[src/rtl/wddl_adder_sequencer_pkg.sv]
// Shared types and defaults for the WDDL adder sequencer.
package wddl_pkg;
  localparam int WDDL_WIDTH       = 13;
  localparam int WDDL_PRE_CYCLES  = 2;
  localparam int WDDL_EVAL_CYCLES = 1;

  typedef enum logic [1:0] {
    IDLE = 2'd0,
    PRE  = 2'd1,
    EVAL = 2'd2,
    RESP = 2'd3
  } wddl_state_e;

  function automatic int max2(input int a, input int b);
    return (a > b) ? a : b;
  endfunction
endpackage

[src/rtl/wddl_adder_sequencer_if.sv]
// Request/response handshake bundle between the clients and the sequencer.
interface wddl_adder_sequencer_if
  import wddl_pkg::*;
#(
  parameter int WIDTH = WDDL_WIDTH
);
  logic [1:0]       req_valid;
  logic [1:0]       req_ready;
  logic [WIDTH-1:0] req_a0;
  logic [WIDTH-1:0] req_b0;
  logic [WIDTH-1:0] req_a1;
  logic [WIDTH-1:0] req_b1;
  logic             resp_valid;
  logic             resp_ready;
  logic             resp_id;
  logic [WIDTH:0]   resp_sum;
  logic             resp_err;

  modport master (
    output req_valid, req_a0, req_b0, req_a1, req_b1, resp_ready,
    input  req_ready, resp_valid, resp_id, resp_sum, resp_err
  );

  modport slave (
    input  req_valid, req_a0, req_b0, req_a1, req_b1, resp_ready,
    output req_ready, resp_valid, resp_id, resp_sum, resp_err
  );
endinterface

[src/rtl/wddl_adder_sequencer_rr_arb2.sv]
// Two-way round-robin arbiter: one-hot grant, remembers the last winner.
module wddl_rr_arb2 (
  input  logic       clk,
  input  logic       rst,
  input  logic [1:0] req_i,
  input  logic       en_i,
  output logic [1:0] gnt_o,
  output logic       gnt_id_o
);
  logic rr_last_q;
  logic pri;

  // Requester that did not win last time has priority; the other is the fallback.
  always_comb begin
    pri      = ~rr_last_q;
    gnt_id_o = req_i[pri] ? pri : ~pri;
    gnt_o    = (en_i && (|req_i)) ? (2'b01 << gnt_id_o) : 2'b00;
  end

  // rr_last resets to 1 so requester 0 wins the first contested grant.
  always_ff @(posedge clk) begin
    if (rst)          rr_last_q <= 1'b1;
    else if (|gnt_o)  rr_last_q <= gnt_id_o;
  end
endmodule

[src/rtl/wddl_adder_sequencer.sv]
// Shares one WDDL adder between two requesters, running precharge then
// evaluation for every operation and checking rail complementarity.
module wddl_adder_sequencer
  import wddl_pkg::*;
#(
  parameter int WIDTH       = WDDL_WIDTH,
  parameter int PRE_CYCLES  = WDDL_PRE_CYCLES,
  parameter int EVAL_CYCLES = WDDL_EVAL_CYCLES
)(
  input  logic                  clk,
  input  logic                  rst,
  wddl_adder_sequencer_if.slave bus,
  output logic [WIDTH-1:0]      add_a,
  output logic [WIDTH-1:0]      add_b,
  input  logic [WIDTH:0]        add_c,
  input  logic [WIDTH:0]        add_c_n,
  output logic                  busy
);
  localparam int CW = $clog2(max2(PRE_CYCLES, EVAL_CYCLES) + 1);
  localparam logic [CW-1:0] PRE_LAST  = CW'(PRE_CYCLES - 1);
  localparam logic [CW-1:0] EVAL_LAST = CW'(EVAL_CYCLES - 1);

  if (PRE_CYCLES < 1 || EVAL_CYCLES < 1) begin : g_bad_cfg
    $error("wddl_adder_sequencer: PRE_CYCLES and EVAL_CYCLES must be >= 1");
  end

  wddl_state_e      state_q;
  logic [CW-1:0]    cnt_q;
  logic [WIDTH-1:0] op_a_q, op_b_q;
  logic             id_q;
  logic [WIDTH-1:0] add_a_q, add_b_q;
  logic             resp_valid_q, resp_id_q, resp_err_q;
  logic [WIDTH:0]   resp_sum_q;
  logic [1:0]       gnt;
  logic             gnt_id;

  wddl_rr_arb2 u_arb (
    .clk      (clk),
    .rst      (rst),
    .req_i    (bus.req_valid),
    .en_i     ((state_q == IDLE) && !rst),
    .gnt_o    (gnt),
    .gnt_id_o (gnt_id)
  );

  // Sequencer FSM: grant, precharge (operands 0), evaluate, hold response.
  always_ff @(posedge clk) begin
    if (rst) begin
      state_q      <= IDLE;
      cnt_q        <= '0;
      op_a_q       <= '0;
      op_b_q       <= '0;
      id_q         <= 1'b0;
      add_a_q      <= '0;
      add_b_q      <= '0;
      resp_valid_q <= 1'b0;
      resp_id_q    <= 1'b0;
      resp_sum_q   <= '0;
      resp_err_q   <= 1'b0;
    end else begin
      case (state_q)
        IDLE: if (|gnt) begin
          op_a_q  <= gnt_id ? bus.req_a1 : bus.req_a0;
          op_b_q  <= gnt_id ? bus.req_b1 : bus.req_b0;
          id_q    <= gnt_id;
          cnt_q   <= '0;
          state_q <= PRE;
        end
        PRE: if (cnt_q == PRE_LAST) begin
          cnt_q   <= '0;
          add_a_q <= op_a_q;
          add_b_q <= op_b_q;
          state_q <= EVAL;
        end else begin
          cnt_q <= cnt_q + 1'b1;
        end
        EVAL: if (cnt_q == EVAL_LAST) begin
          // Sample the rails while operands are still applied, then precharge.
          cnt_q        <= '0;
          add_a_q      <= '0;
          add_b_q      <= '0;
          resp_sum_q   <= add_c;
          resp_err_q   <= (add_c != ~add_c_n);
          resp_id_q    <= id_q;
          resp_valid_q <= 1'b1;
          state_q      <= RESP;
        end else begin
          cnt_q <= cnt_q + 1'b1;
        end
        RESP: if (bus.resp_ready) begin
          resp_valid_q <= 1'b0;
          state_q      <= IDLE;
        end
        default: state_q <= IDLE;
      endcase
    end
  end

  assign bus.req_ready  = gnt;
  assign bus.resp_valid = resp_valid_q;
  assign bus.resp_id    = resp_id_q;
  assign bus.resp_sum   = resp_sum_q;
  assign bus.resp_err   = resp_err_q;
  assign add_a          = add_a_q;
  assign add_b          = add_b_q;
  assign busy           = (state_q != IDLE);
endmodule
[src/flat_wrapper.sv]
// flat-port wrapper written by rule: the top's interface ports become plain ports
module wddl_adder_sequencer_flat import wddl_pkg::*;
#(
  parameter int WIDTH       = WDDL_WIDTH,
  parameter int PRE_CYCLES  = WDDL_PRE_CYCLES,
  parameter int EVAL_CYCLES = WDDL_EVAL_CYCLES
)
  (clk, rst, add_a, add_b, add_c, add_c_n, busy, bus_req_valid, bus_req_a0, bus_req_b0, bus_req_a1, bus_req_b1, bus_resp_ready, bus_req_ready, bus_resp_valid, bus_resp_id, bus_resp_sum, bus_resp_err);
  wddl_adder_sequencer_if #(.WIDTH(WIDTH)) bus_i ();
  input  logic clk;
  input  logic rst;
  output logic [WIDTH-1:0] add_a;
  output logic [WIDTH-1:0] add_b;
  input  logic [WIDTH:0] add_c;
  input  logic [WIDTH:0] add_c_n;
  output logic busy;
  input wire logic [$bits(bus_i.req_valid)-1:0] bus_req_valid;
  input wire logic [$bits(bus_i.req_a0)-1:0] bus_req_a0;
  input wire logic [$bits(bus_i.req_b0)-1:0] bus_req_b0;
  input wire logic [$bits(bus_i.req_a1)-1:0] bus_req_a1;
  input wire logic [$bits(bus_i.req_b1)-1:0] bus_req_b1;
  input wire logic [$bits(bus_i.resp_ready)-1:0] bus_resp_ready;
  output wire logic [$bits(bus_i.req_ready)-1:0] bus_req_ready;
  output wire logic [$bits(bus_i.resp_valid)-1:0] bus_resp_valid;
  output wire logic [$bits(bus_i.resp_id)-1:0] bus_resp_id;
  output wire logic [$bits(bus_i.resp_sum)-1:0] bus_resp_sum;
  output wire logic [$bits(bus_i.resp_err)-1:0] bus_resp_err;
  assign bus_i.req_valid = bus_req_valid;
  assign bus_i.req_a0 = bus_req_a0;
  assign bus_i.req_b0 = bus_req_b0;
  assign bus_i.req_a1 = bus_req_a1;
  assign bus_i.req_b1 = bus_req_b1;
  assign bus_i.resp_ready = bus_resp_ready;
  assign bus_req_ready = bus_i.req_ready;
  assign bus_resp_valid = bus_i.resp_valid;
  assign bus_resp_id = bus_i.resp_id;
  assign bus_resp_sum = bus_i.resp_sum;
  assign bus_resp_err = bus_i.resp_err;
  wddl_adder_sequencer #(.WIDTH(WIDTH), .PRE_CYCLES(PRE_CYCLES), .EVAL_CYCLES(EVAL_CYCLES)) u_core (.clk(clk), .rst(rst), .bus(bus_i), .add_a(add_a), .add_b(add_b), .add_c(add_c), .add_c_n(add_c_n), .busy(busy));
endmodule
[config.mk]
export PLATFORM = sky130hd
export DESIGN_NAME = wddl_adder_sequencer_flat
export DESIGN_NICKNAME = d
export VERILOG_FILES = /design/src/rtl/wddl_adder_sequencer_pkg.sv /design/src/rtl/wddl_adder_sequencer_if.sv /design/src/rtl/wddl_adder_sequencer_rr_arb2.sv /design/src/rtl/wddl_adder_sequencer.sv /design/src/flat_wrapper.sv
export SDC_FILE = /design/constraint.sdc
export NUM_CORES = 1
export LEC_CHECK = 0
export CELL_PAD_IN_SITES_DETAIL_PLACEMENT = 2
export CELL_PAD_IN_SITES_GLOBAL_PLACEMENT = 2
export CORE_MARGIN = 4
export CORE_UTILIZATION = 22
export DETAILED_ROUTE_END_ITERATION = 8
export GPL_TIMING_DRIVEN = 0
export PLACE_DENSITY_LB_ADDON = 0.1
export SYNTH_ARGS = -nofsm -noshare
export SYNTH_HDL_FRONTEND = slang
export SYNTH_SLANG_ARGS = --single-unit
[constraint.sdc]
create_clock -name clk -period 1.71 [get_ports clk]
set_input_delay 0.513 -clock clk [delete_from_list [all_inputs] [get_ports clk]]
set_output_delay 0.513 -clock clk [all_outputs]
set_load 0.03 [all_outputs]
==> results of run 1 <==
[cells by family (layout without fill, tap and decap cells)]
logic type,Yosys count,after routing,synth area share
fa+ha+maj,9,9,0.0354
compound gates,83,83,0.183
flops,75,75,0.472
buf+inv,37,206,0.0574
mux,1,1,0.00314
simple gates,132,132,0.211
xor+xnor,14,14,0.0385
[state kept, by name (all words and copies together), names as in the netlist]
name                    flops
u_core.bus.resp_id          1
u_core.op_b_q              13
u_core.bus.resp_valid       1
u_core.id_q                 1
u_core.op_a_q              13
u_core.u_arb.rr_last_q      1
u_core.bus.resp_sum        14
u_core.cnt_q                2
u_core.add_a               13
u_core.state_q              2
u_core.add_b               13
u_core.bus.resp_err         1
[metal layers]
| metal | wire (um) | vias up |
|---|---|---|
| met5 | 0 | - |
| met4 | 99 | 0 |
| met3 | 930 | 6 |
| met2 | 6270 | 99 |
| met1 | 5910 | 1642 |
| li1 | - | 1602 |
[power by group]
group          total [mW]  internal (mW)  switching (mW)  leakage (nW)
registers            2.11           1.97           0.138         0.610
clock network        1.90           1.17           0.732         0.141
logic                3.34           1.63            1.71          1.41
total                7.35           4.77            2.58          2.17
[stage by stage]
step / total power [mW] / instances / worst slack, ns / hold slack [ns]
6_report: 7.35 / 700 / -0.262 / 0.451
5_1_grt: 7.82 / 700 / -0.311 / 0.473
4_1_cts: 6.78 / 686 / -0.356 / 0.455
3_5_place_dp: 4.53 / 661 / -1.16 / 0.449
3_3_place_gp: 4.47 / 661 / -1.14 / 0.440
2_1_floorplan: 3.56 / 351 / 0.000640 / 0.432
[area by class of cell]
type | instances | area share
Tap cell | 180 | 0.0416
Buffer | 27 | 0.0379
Clock inverter | 2 | 0.00648
Timing Repair Buffer | 156 | 0.283
Sequential cell | 75 | 0.279
Clock buffer | 14 | 0.0470
Multi-Input combinational cell | 239 | 0.299
Inverter | 7 | 0.00578
[worst min-delay path, cell delays in order (launching register included)]
cell,delay [ns]
dfxtp_1,0.30
nand2_1,0.05
a21oi_1,0.05
[timing repair]
action | 4_1_cts | 5_1_grt
resized for setup | 90 | 68
gates cloned | 0 | 3
pin swaps | 4 | 13
setup buffers | 11 | 13
setup endpoints to repair | 116 | 66
[synthesized netlist by cell type]
cell / n
and3_1: 2
xnor2_1: 10
a22o_1: 1
o21ai_1: 1
buf_1: 1
a31oi_1: 1
buf_2: 5
buf_6: 4
nand2b_1: 3
a211oi_1: 1
or3b_1: 1
o211ai_2: 1
a222oi_1: 26
buf_4: 2
a2bb2oi_1: 1
nor2b_4: 1
nand2_1: 60
a32oi_1: 2
a31o_2: 1
and3_4: 1
nand4b_1: 26
xor2_1: 4
clkbuf_1: 18
nand4_1: 1
nor4_1: 3
nor2_1: 33
o21ai_0: 5
a21oi_1: 42
ha_1: 9
dfxtp_1: 75
inv_1: 7
mux2i_1: 1
o2111a_1: 1
and2_1: 1
[worst max-delay path by stage]
stage,end,slack (ns),depth (start not counted)
6_report,bus_req_ready[1],-0.26,6
5_1_grt,bus_req_ready[1],-0.31,6
4_1_cts,bus_req_ready[1],-0.36,7
3_5_place_dp,bus_req_ready[1],-1.16,6
3_3_place_gp,bus_req_ready[1],-1.14,6
2_1_floorplan,bus_req_ready[1],0.0006,6
==> results_dict.tcl, run 1 <==
set metrics [dict create \
    rr_worst_depth 9 \
    critPathTopFamily "flip-flops" \
    synth_top_area_cell "dfxtp_1" \
    core-area_um2 14000 \
    grtUsageTotal 0.155 \
    ctsHoldBuffers 0 \
    powerDensity_nw_per_um2 1360 \
    nNetsFinal 609 \
    finalCritPeriodShare 1.15 \
    place_congestion 0.769 \
    drt.antenna.violating_nets 0 \
    cts_made_buffers 9 \
    seqCellArea_um2 1510 \
    timing.final.ws_setup_ns -0.262 \
    hp-start "u_core.add_a[0]$_SDFFE_PP0P_" \
    drc_errors 0 \
    fmax_mhz 507 \
    synth_top_cell_area_share 0.472 \
    port_buffers 130 \
    finalClockSkew_ns 0.00603 \
    vias 3349 \
    cts_tree "yes" \
    clkLatencyLatePin_ns 0.34 \
    yosysWarnings 0 \
    grt.met1_usage 0.198 \
    maxCapViolCount 0 \
    fillers 1541 \
    run_status "finished, violations left" \
    grt_max_degree 12 \
    cp-start-kind "flop" \
    worstPathRequired_ns 1.20 \
    min_to "u_core.add_a[0]$_SDFFE_PP0P_" \
    post_drt_via_cell_ratio 4.78 \
    setup_viol 22 \
    ys_seq_elements 75 \
    min_period_ns 1.97 \
    relSlewSlack 0.504 \
    grt_most_used_layer "met2" \
    worstMarginPinSlew_ns 0.736 \
    r2r_start "u_core.state_q[0]$_SDFFE_PP0P_" \
    maxSlewViolCount 0 \
    final_cell_mix "81 x clkdlybuf4s50_1, 72 x dfxtp_1, 56 x nand2_1, 46 x dlygate4sd2_1, 38 x a21oi_1" \
    synth.cell_area_um2 3180 \
    hold_violations 0 \
    fp.dieW_um 128 \
    mostFrequentLayoutCell "clkdlybuf4s50_1" \
    cts_max_level 3 \
    fin_tns_setup_ns -1.35 \
    whs_path_depth 2 \
    dp_hpwl_um 9410 \
    arrival_ns 1.46 \
    criticalPathCategory "flop to output pin" \
    min_path_type "flop to flop" \
    start_util 0.227 \
    drt-initial-drc-count 196 \
    critPathMaxStageDelay_ns 0.36 \
    fp.dieH_um 128 \
    utilization 0.385 \
    grt-ovfl-total 0 \
    area_delta_synth_final_pct 69.9 \
    met2_usage 0.256 \
    grt_pass1_wl_um 19800 \
    power_leakage_nw 2.17 \
    antenna_cells 0 \
    synth_nets 445 \
    num_rows 43 \
    synth.area.top_cells "dfxtp_1 47%, a222oi_1 8.2%, nand4b_1 7.2%" \
    clock_sinks 75 \
    cts_buffer_depth 2 \
    met3_usage 0.0550 \
    ioPinCount 131 \
    clkTransAtPathRegs_ns 0.06 \
    rrSetupSlack_ns -0.09 \
    cts_root_buffer "clkbuf_16" \
    synth_cells 351 \
    postLayoutCellArea_um2 5410 \
    worstSetupStartpoint "u_core.state_q[0]$_SDFFE_PP0P_" \
    cp.buffers_inverters 3 \
    violations "setup timing" \
    yosysSeqAreaShare 0.472 \
    multiInputGateArea_um2 1620 \
    yosysUniqueCellTypes 34 \
    vdd_drop_max_v 0.000447 \
    synth.avg_cell_area_um2 9.07 \
    routed_wirelength_um 13200 \
    dpl-instance-area_um2 4720 \
    rsz0062_at_grt "yes" \
    drive_gt1_frac 0.187 \
    crit_path_max_fanout 3 \
    crit_chain "inv_4, ha_4, nor2b_4, and3_4, buf_8, buf_6" \
    dr.pass1.iters 8 \
    slowest_stage "dfxtp_2" \
    dieArea_um2 16500 \
    worstReg2RegEnd "u_core.op_a_q[8]$_SDFFE_PP0P_" \
    grt_pass1_vias 3607 \
    routedWlPerCell_um 18.9 \
    antenna_found_initial 0 \
    endpoint_kind "output pin" \
]
Power figures use the tool's default switching activity.
==> inputs of run 2 (changes only) <==
--- a/config.mk
+++ b/config.mk
@@ -5,6 +5,7 @@
 export SDC_FILE = /design/constraint.sdc
 export NUM_CORES = 1
 export LEC_CHECK = 0
+export CAP_MARGIN = 0
 export CELL_PAD_IN_SITES_DETAIL_PLACEMENT = 2
 export CELL_PAD_IN_SITES_GLOBAL_PLACEMENT = 2
 export CORE_MARGIN = 4
@@ -12,6 +13,7 @@
 export DETAILED_ROUTE_END_ITERATION = 8
 export GPL_TIMING_DRIVEN = 0
 export PLACE_DENSITY_LB_ADDON = 0.1
+export SLEW_MARGIN = 15
 export SYNTH_ARGS = -nofsm -noshare
 export SYNTH_HDL_FRONTEND = slang
 export SYNTH_SLANG_ARGS = --single-unit
==> results of run 2 <==
The final DEF is identical to that of run 1; final timing and power are the same.
